[src/rtl/bcd_to_bin_pkg.sv]
// Shared constants and FSM encoding for the packed-BCD to binary converter.
// Imported by the digit-adjust cell and the top level.
package bcd_to_bin_pkg;

  localparam int DIGIT_W    = 4;
  localparam int MAX_DIGIT  = 9;
  localparam int ADJ_THRESH = 8;
  localparam int ADJ_VAL    = 3;

  typedef enum logic [1:0] {
    ST_IDLE = 2'd0,
    ST_CONV = 2'd1,
    ST_DONE = 2'd2
  } state_e;

endpackage

[src/rtl/bcd_to_bin_if.sv]
// Start/finish handshake bundle for bcd_to_bin: the requester drives en and the
// operand, and the converter answers with the result, rdy and err.
interface bcd_to_bin_if #(
  parameter int DIGITS = 4,
  parameter int BIN_W  = 14
);
  logic                en;
  logic [4*DIGITS-1:0] bcd_d_in;
  logic [BIN_W-1:0]    bin_d_out;
  logic                rdy;
  logic                err;

  modport master (output en, bcd_d_in, input bin_d_out, rdy, err);
  modport slave  (input en, bcd_d_in, output bin_d_out, rdy, err);
endinterface

[src/rtl/bcd_to_bin_digit_adj.sv]
// One BCD digit correction step of reverse double-dabble: a digit that reaches
// 8 after the right shift had a carry-in of 10 (seen as 8) and is reduced by 3.
module bcd_digit_adj
  import bcd_to_bin_pkg::*;
(
  input  logic [DIGIT_W-1:0] d_in,
  output logic [DIGIT_W-1:0] d_out
);

  assign d_out = (d_in >= DIGIT_W'(ADJ_THRESH)) ? d_in - DIGIT_W'(ADJ_VAL) : d_in;

endmodule

[src/rtl/bcd_to_bin.sv]
// Sequential packed-BCD to binary converter (reverse double-dabble, one bit per
// cycle) with an en/rdy start/finish handshake and an illegal-digit flag.
module bcd_to_bin
  import bcd_to_bin_pkg::*;
#(
  parameter int DIGITS = 4,
  parameter int BIN_W  = 14
) (
  input  logic          clk,
  input  logic          rst,
  bcd_to_bin_if.slave   bus
);

  localparam int BCD_W = DIGIT_W * DIGITS;
  localparam int CNT_W = $clog2(BIN_W + 1);
  localparam logic [CNT_W-1:0] CNT_LAST = CNT_W'(BIN_W - 1);

  state_e             state_q, state_d;
  logic [BCD_W-1:0]   bcd_sr_q, bcd_sr_d;
  logic [BIN_W-1:0]   bin_sr_q, bin_sr_d;
  logic [CNT_W-1:0]   cnt_q, cnt_d;
  logic               bad_q, bad_d;
  logic [BIN_W-1:0]   bin_out_q, bin_out_d;
  logic               rdy_q, rdy_d;
  logic               err_q, err_d;

  logic [BCD_W+BIN_W-1:0] shifted;
  logic [BCD_W-1:0]       bcd_shift;
  logic [BCD_W-1:0]       bcd_adj;
  logic                   bad_in;

  // The BCD LSB falls into the binary MSB; the binary result fills from the top.
  assign shifted   = {bcd_sr_q, bin_sr_q} >> 1;
  assign bcd_shift = shifted[BCD_W+BIN_W-1:BIN_W];

  for (genvar g = 0; g < DIGITS; g++) begin : g_adj
    bcd_digit_adj u_adj (
      .d_in  (bcd_shift[g*DIGIT_W +: DIGIT_W]),
      .d_out (bcd_adj[g*DIGIT_W +: DIGIT_W])
    );
  end

  always_comb begin
    bad_in = 1'b0;
    for (int i = 0; i < DIGITS; i++) begin
      if (bus.bcd_d_in[i*DIGIT_W +: DIGIT_W] > DIGIT_W'(MAX_DIGIT)) bad_in = 1'b1;
    end
  end

  always_comb begin
    // NOTE: every next-state signal defaults to its current value first, so no
    // path through the case leaves one unassigned and no latch is inferred.
    state_d   = state_q;
    bcd_sr_d  = bcd_sr_q;
    bin_sr_d  = bin_sr_q;
    cnt_d     = cnt_q;
    bad_d     = bad_q;
    bin_out_d = bin_out_q;
    rdy_d     = rdy_q;
    err_d     = err_q;

    case (state_q)
      ST_IDLE: begin
        if (bus.en) begin
          bcd_sr_d = bus.bcd_d_in;
          bin_sr_d = '0;
          cnt_d    = '0;
          rdy_d    = 1'b0;
          err_d    = 1'b0;
          bad_d    = bad_in;
          state_d  = bad_in ? ST_DONE : ST_CONV;
        end
      end
      ST_CONV: begin
        bcd_sr_d = bcd_adj;
        bin_sr_d = shifted[BIN_W-1:0];
        cnt_d    = cnt_q + 1'b1;
        if (cnt_q == CNT_LAST) state_d = ST_DONE;
      end
      ST_DONE: begin
        bin_out_d = bad_q ? '0 : bin_sr_q;
        err_d     = bad_q;
        rdy_d     = 1'b1;
        state_d   = ST_IDLE;
      end
      default: state_d = ST_IDLE;
    endcase
  end

  // NOTE: state uses non-blocking assignments so every flop samples the values
  // from before this edge, independent of statement order.
  always_ff @(posedge clk or posedge rst) begin
    if (rst) begin
      state_q   <= ST_IDLE;
      bcd_sr_q  <= '0;
      bin_sr_q  <= '0;
      cnt_q     <= '0;
      bad_q     <= 1'b0;
      bin_out_q <= '0;
      rdy_q     <= 1'b0;
      err_q     <= 1'b0;
    end else begin
      state_q   <= state_d;
      bcd_sr_q  <= bcd_sr_d;
      bin_sr_q  <= bin_sr_d;
      cnt_q     <= cnt_d;
      bad_q     <= bad_d;
      bin_out_q <= bin_out_d;
      rdy_q     <= rdy_d;
      err_q     <= err_d;
    end
  end

  assign bus.bin_d_out = bin_out_q;
  assign bus.rdy       = rdy_q;
  assign bus.err       = err_q;

endmodule
[src/flat_wrapper.sv]
// flat-port wrapper written by rule: the top's interface ports become plain ports
module bcd_to_bin_flat import bcd_to_bin_pkg::*;
#(
  parameter int DIGITS = 4,
  parameter int BIN_W  = 14
)
  (clk, rst, bus_en, bus_bcd_d_in, bus_bin_d_out, bus_rdy, bus_err);
  bcd_to_bin_if #(.DIGITS(DIGITS), .BIN_W(BIN_W)) bus_i ();
  input  logic clk;
  input  logic rst;
  input wire logic [$bits(bus_i.en)-1:0] bus_en;
  input wire logic [$bits(bus_i.bcd_d_in)-1:0] bus_bcd_d_in;
  output wire logic [$bits(bus_i.bin_d_out)-1:0] bus_bin_d_out;
  output wire logic [$bits(bus_i.rdy)-1:0] bus_rdy;
  output wire logic [$bits(bus_i.err)-1:0] bus_err;
  assign bus_i.en = bus_en;
  assign bus_i.bcd_d_in = bus_bcd_d_in;
  assign bus_bin_d_out = bus_i.bin_d_out;
  assign bus_rdy = bus_i.rdy;
  assign bus_err = bus_i.err;
  bcd_to_bin #(.DIGITS(DIGITS), .BIN_W(BIN_W)) u_core (.clk(clk), .rst(rst), .bus(bus_i));
endmodule
[config.mk]
export PLATFORM = sky130hd
export DESIGN_NAME = bcd_to_bin_flat
export DESIGN_NICKNAME = d
export VERILOG_FILES = /design/src/rtl/bcd_to_bin_pkg.sv /design/src/rtl/bcd_to_bin_if.sv /design/src/rtl/bcd_to_bin_digit_adj.sv /design/src/rtl/bcd_to_bin.sv /design/src/flat_wrapper.sv
export SDC_FILE = /design/constraint.sdc
export NUM_CORES = 1
export LEC_CHECK = 0
export CAP_MARGIN = 15
export CORE_UTILIZATION = 50
export DETAILED_ROUTE_END_ITERATION = 8
export GPL_ROUTABILITY_DRIVEN = 1
export HOLD_SLACK_MARGIN = 0.02
export PLACE_DENSITY = 0.72
export REMOVE_ABC_BUFFERS = 1
export SKIP_CTS_REPAIR_TIMING = 1
export SYNTH_ARGS = -nofsm -noshare
export SYNTH_HDL_FRONTEND = slang
export SYNTH_SLANG_ARGS = --single-unit
[constraint.sdc]
create_clock -name clk -period 3.5 [get_ports clk]
set_input_delay 0.7 -clock clk [delete_from_list [all_inputs] [get_ports clk]]
set_output_delay 0.7 -clock clk [all_outputs]
set_load 0.05 [all_outputs]
==> impl_metrics.env, run 1 <==
export IMPL_reg2reg_depth=4
export IMPL_setup_viol=0
export IMPL_synth_most_common_cell="dfrtp_1"
export IMPL_cp_depth=1
export IMPL_ys_warn_count=0
export IMPL_grt_pass1_vias=1731
export IMPL_numCtsBuffers=5
export IMPL_synthTopCellsByCount="53 x dfrtp_1, 26 x nand2_1, 19 x nor2_1, 19 x o21ai_0"
export IMPL_drcViolationCount=0
export IMPL_synthAdderAreaFrac_pct=4.03
export IMPL_synth_edf_count=0
export IMPL_instances_no_fill=337
export IMPL_synth_cell_types=36
export IMPL_grt_util_all_layers_pct=20.4
export IMPL_port_buffers=34
export IMPL_initial_core_util_pct=52.3
export IMPL_first_iter_violations=95
export IMPL_fp_dieH_um=72.5
export IMPL_grt_pass1_wl_um=8260
export IMPL_fillers=415
export IMPL_clock_fmax_mhz=460
export IMPL_whs_ps=482
export IMPL_syn_inst=239
export IMPL_path_max_fanout=2
export IMPL_synth_area_leaders="dfrtp_1 53%, a22o_1 5.3%, ha_1 4.0%"
export IMPL_tightest_slew_ps=680
export IMPL_rows=25
export IMPL_hold_path_depth=2
export IMPL_regToRegStartpoint="u_core.state_q[1]"
export IMPL_syn2layout_area_growth_pct=19.0
export IMPL_cp_top_family="buffers and inverters"
export IMPL_yosys_area_share_simple_pct=14.5
export IMPL_fin_nets=296
export IMPL_design_area_sq_um=2960
export IMPL_setup_tns_ps=0
export IMPL_cts_root_buffer="clkbuf_8"
export IMPL_finalCritPeriodShare_pct=62.1
export IMPL_dpl_cell_area_sq_um=2840
export IMPL_crit_path_start_kind="flip-flop"
export IMPL_ys_seq_area_share_pct=53.3
export IMPL_synth_xor_area_share_pct=2.11
export IMPL_cts_sinks=53
export IMPL_grt_overflow=0
export IMPL_synth_top_family_by_area="compound AO/OA/AOI/OAI gates"
export IMPL_cts_tree="yes"
export IMPL_worst_path_buf_inv=1
export IMPL_routedWlPerCell_um=13.8
export IMPL_rsz0062_at_grt="false"
export IMPL_antenna_found_initial=0
export IMPL_synth_area_leader_cell="dfrtp_1"
export IMPL_p_leak_nw=1.31
export IMPL_die_w_um=72.5
export IMPL_critPathCaptureType="output port"
export IMPL_slew_headroom_pct=54.7
export IMPL_netlist_area_sq_um=2490
export IMPL_min_period_ps=2170
export IMPL_endpoint="bus_bin_d_out[5]"
export IMPL_startpoint="u_core.bus.bin_d_out[5]"
export IMPL_core_area_sq_um=4750
export IMPL_slew_violations=0
export IMPL_first_pass_iters=6
export IMPL_hp_class="reg2reg"
export IMPL_required_ps=2800
export IMPL_vias=1814
export IMPL_place_congestion=0.859
export IMPL_skew_ps=5.55
export IMPL_hpwlAfterDp_um=3170
export IMPL_clk_pin_slew_worst_paths_ps=90
export IMPL_clkLatencyLatePin_ps=310
export IMPL_rr_endpoint="u_core.bcd_sr_q[10]"
export IMPL_htreeDepth=2
export IMPL_dpl_cell_count=329
export IMPL_cp_slowest_cell="clkdlybuf4s50_1"
export IMPL_p_per_area_nw_per_um2=704
export IMPL_cpPeakStageDelay_ps=810
export IMPL_cp_arrival_ps=1470
export IMPL_antennaDiodeCount=0
export IMPL_outcome="finished clean"
export IMPL_vias_per_cell=5.38
export IMPL_ioPinCount=35
export IMPL_clock_path_buffers=2
export IMPL_max_vdd_ir_drop_uv=424
export IMPL_ys_flop_type="dfrtp_1"
export IMPL_wl_um=4660
export IMPL_worstSetupPathType="reg2out"
export IMPL_drive_above_1_share_pct=6.67
export IMPL_syn_area_per_cell_sq_um=10.4
export IMPL_synth_top_cell_area_share_pct=53.3
export IMPL_synthMuxAreaShare_pct=2.42
export IMPL_reg2reg_slack_ps=1600
export IMPL_ys_ff_latch=53
export IMPL_detail_route_antenna_nets=0
export IMPL_grt_max_degree=32
export IMPL_worstPathCellList="clkdlybuf4s50_1"
export IMPL_async_flop_share_pct=100
export IMPL_die_area_sq_um=5260
export IMPL_maxCapViolCount=0
export IMPL_synth_compound_area_share_pct=18.7
export IMPL_hold_viol=0
[worst register-to-register path, stage by stage (launching register included)]
cell and delay (ps):
dfrtp_1 640, and2b_1 760, nor2_1 80, a211o_1 300
o21ai_2 60
[cells in the final DEF (no fill, tap or decap), types with 2 or more instances in the layout]
master and count:
o2bb2ai_1 2, clkdlybuf4s50_1 34, o22ai_1 6, o21ai_1 4, and2b_1 4, inv_1 7
o21ai_0 19, ha_1 8, buf_4 2, o22a_1 3, nor3_1 2, nor2_1 19
xnor2_1 3, clkbuf_8 6, a22oi_1 4, dfrtp_1 53, xor2_1 3, nand4_1 2
a22o_1 15, a21oi_1 8, o21a_1 2, a31oi_1 4, nand2_1 26, mux2i_1 6
nand2b_1 15
[logic make-up (layout without fill, tap and decap cells)]
family          after synthesis  count (layout)
compound gates               70              70
xor+xnor                      6               6
fa+ha+maj                     8               8
buf+inv                      22              53
flops                        53              53
mux                           6               6
simple gates                 74              74
[metrics by stage]
stage | setup WS (ps) | util (%) | total power, mW
6_report | 1330 | 62.2 | 2.08
2_1_floorplan | 1510 | - | 1.44
4_1_cts | 1300 | 62.2 | 2.10
3_5_place_dp | 1320 | 59.7 | 1.66
5_1_grt | 1270 | 62.2 | 2.23
3_3_place_gp | 1370 | 59.7 | 1.64
[routing by layer]
layer  up-vias  share of wire [%]  global-route usage, %
li1        885                  -                      -
met1       874                 45                   27.1
met2        51                 49                   33.6
met3         4                4.4                   4.17
met4         0                1.2                   6.54
met5         -                  0                      0
[cell type report]
type                       instances  area, sq um  share of cell area (%)
clock buffer                       6         82.6                    2.79
clock inverter                     2         37.5                    1.27
inverter                           9         36.3                    1.23
multi-input combinational        164         1040                    35.1
sequential                        53         1330                    44.8
tap                               67         83.8                    2.83
timing repair buffer              36          355                    12.0
[worst min path at each step]
stage | from | to | slack (ps)
2_1_floorplan | u_core.cnt_q[3] | u_core.cnt_q[3] | 440
3_3_place_gp | u_core.bus.rdy | u_core.bus.rdy | 460
3_5_place_dp | u_core.bus.rdy | u_core.bus.rdy | 470
4_1_cts | u_core.cnt_q[3] | u_core.cnt_q[3] | 490
5_1_grt | u_core.bus.bin_d_out[8] | u_core.bus.bin_d_out[8] | 500
6_report | u_core.bus.rdy | u_core.bus.rdy | 480
[registers in the layout, summed over array words and instances, names as in the netlist]
| register | count |
|---|---|
| u_core.bcd_sr_q | 16 |
| u_core.bin_sr_q | 14 |
| u_core.bus.bin_d_out | 14 |
| u_core.cnt_q | 4 |
| u_core.state_q | 2 |
| u_core.bad_q | 1 |
| u_core.bus.err | 1 |
| u_core.bus.rdy | 1 |
[report_power, final]
part           switching [mW]  leakage (nW)  internal (mW)
clock network           0.204        0.0574          0.233
registers               0.193         0.695          0.748
logic                   0.394         0.557          0.309
total                   0.792          1.31           1.29
Power figures use the tool's default switching activity.
==> run 2, diff against run 1 <==
- clock period: 3.5 -> 2.21 ns (I/O delays scaled with it)
==> run 2 against run 1 <==
  * Utilization grew 1.1 points
  * Power up 65%
  * Flip-flop and latch count unchanged
  * Clock power rose by 78%
  * First-iteration DRC count is 3.2% lower
  * Final cell count up 0.89%
  * Via count is 1.1% lower
  * Critical path type unchanged
  * Critical endpoint is now bus_bin_d_out[13]
  * Largest power group unchanged
  * Highest routed layer unchanged
==> impl_metrics.env, run 2 (synthesized netlist as in run 1, its figures left out) <==
export IMPL_max_flop_register="u_core.bcd_sr_q"
export IMPL_reg2reg_slack_ps=590
export IMPL_worst_path_buf_inv=1
export IMPL_maxCapViolCount=0
export IMPL_p_leak_nw=1.34
export IMPL_grt_max_degree=54
export IMPL_clk_pin_slew_worst_paths_ps=100
export IMPL_cts_sinks=53
export IMPL_antennaDiodeCount=0
export IMPL_intPower_mw=2.17
export IMPL_first_pass_iters=4
export IMPL_place_congestion=0.829
export IMPL_wl_um=4550
export IMPL_slew_violations=0
export IMPL_instances_no_fill=340
export IMPL_fin_total_pwr_mw=3.44
export IMPL_crit_path_start_kind="flip-flop"
export IMPL_multi_input_area_sq_um=1040
export IMPL_cp_depth=1
export IMPL_hp_class="reg2reg"
export IMPL_dpl_cell_count=332
export IMPL_hpwlAfterDp_um=3200
export IMPL_path_max_fanout=2
export IMPL_post_place_ws_ps=418
export IMPL_final_common_cell="dfrtp_1"
export IMPL_whs_ps=483
export IMPL_regToRegStartpoint="u_core.state_q[0]"
export IMPL_max_vdd_ir_drop_uv=643
export IMPL_final_util_pct=63.3
export IMPL_register_area_sq_um=1330
export IMPL_clkLatencyLatePin_ps=310
export IMPL_swShare_pct=36.9
export IMPL_skew_ps=5.61
export IMPL_hold_viol=0
export IMPL_hold_path_depth=2
export IMPL_worstSetupPathType="reg2out"
export IMPL_rsz0062_at_grt="false"
export IMPL_drcViolationCount=0
export IMPL_holdCritStartpoint="u_core.bus.bin_d_out[4]"
export IMPL_cpPeakStageDelay_ps=810
export IMPL_fillers=424
export IMPL_cts_root_buffer="clkbuf_8"
export IMPL_port_buffers=34
export IMPL_vias_per_cell=5.28
export IMPL_hold_end="u_core.bus.bin_d_out[4]"
export IMPL_rows=25
export IMPL_htreeDepth=2
export IMPL_die_w_um=72.5
export IMPL_cp_slowest_cell="clkdlybuf4s50_1"
export IMPL_drive_above_1_share_pct=7.69
export IMPL_required_ps=1770
export IMPL_core_area_sq_um=4750
export IMPL_dpl_cell_area_sq_um=2870
export IMPL_min_period_ps=1940
export IMPL_vias=1794
export IMPL_rr_endpoint="u_core.bus.err"
export IMPL_outcome="finished clean"
export IMPL_die_area_sq_um=5260
export IMPL_p_comb_share_pct=34.8
export IMPL_numCtsBuffers=5
export IMPL_p_per_area_nw_per_um2=1140
export IMPL_cp_top_family="buffers and inverters"
export IMPL_routedWlPerCell_um=13.4
export IMPL_grt_util_all_layers_pct=20.3
export IMPL_cts_tree="yes"
export IMPL_clkPwrFrac_pct=22.6
export IMPL_first_iter_violations=92
export IMPL_largest_reg_flops=16
export IMPL_p_sw_mw=1.27
export IMPL_grt_pass1_wl_um=8140
export IMPL_syn2layout_area_growth_pct=21.1
export IMPL_worstPathCellList="clkdlybuf4s50_1"
export IMPL_slew_headroom_pct=66.2
export IMPL_final_setup_worst_slack_ps=272
export IMPL_detail_route_antenna_nets=0
export IMPL_fin_nets=299
export IMPL_antenna_found_initial=0
export IMPL_grt_pass1_vias=1713
export IMPL_p_seq_share_pct=42.6
export IMPL_layout_common_cells="53 x dfrtp_1, 34 x clkdlybuf4s50_1, 26 x nand2_1"
export IMPL_initial_core_util_pct=52.3
export IMPL_design_area_sq_um=3010
export IMPL_ioPinCount=35
export IMPL_clock_path_buffers=2
export IMPL_setup_viol=0
export IMPL_grt_overflow=0
export IMPL_fp_dieH_um=72.5
export IMPL_finalCritPeriodShare_pct=87.7
export IMPL_cp_arrival_ps=1500
export IMPL_setup_tns_ps=0
export IMPL_tightest_slew_ps=507
export IMPL_reg2reg_depth=4
export IMPL_clock_fmax_mhz=516
export IMPL_critPathCaptureType="output port"
## run 2: layout make-up
class,instances,area share (%)
Sequential cell,53,44.0
Multi-Input combinational cell,164,34.4
Timing Repair Buffer,39,13.0
Clock buffer,5,2.29
Clock inverter,3,2.29
Inverter,9,1.20
Tap cell,67,2.78
## run 2: routing by layer
| layer | share of wire [%] | wire [um] | track usage [%] |
|---|---|---|---|
| met3 | 2.9 | 133 | 4.17 |
| met4 | 1.3 | 57 | 5.88 |
| met5 | 0 | 0 | 0 |
| met1 | 49 | 2220 | 28.4 |
| met2 | 47 | 2140 | 32.1 |
## run 2: tightest hold or removal path, stage by stage (launching register included)
cell	delay (ps)
dfrtp_1	350
nand2_1	40
o21ai_0	60
## run 2: power by group through the flow
stage / Sequential, mW / Clock [mW] / Combinational (mW)
floorplan: 1.50 / 0 / 0.789
global placement: 1.47 / 0 / 1.17
detailed placement: 1.48 / 0 / 1.21
CTS: 1.46 / 0.794 / 1.21
global route: 1.51 / 0.829 / 1.35
finish: 1.46 / 0.777 / 1.20
## run 2: worst max-delay path by stage
stage	start	to	slack, ps
4_1_cts	u_core.bus.bin_d_out[13]	bus_bin_d_out[13]	260
6_report	u_core.bus.bin_d_out[13]	bus_bin_d_out[13]	270
3_3_place_gp	bus_en	u_core.bcd_sr_q[10]	430
3_5_place_dp	bus_en	u_core.bcd_sr_q[10]	420
2_1_floorplan	rst	u_core.bad_q	480
5_1_grt	u_core.bus.bin_d_out[13]	bus_bin_d_out[13]	220
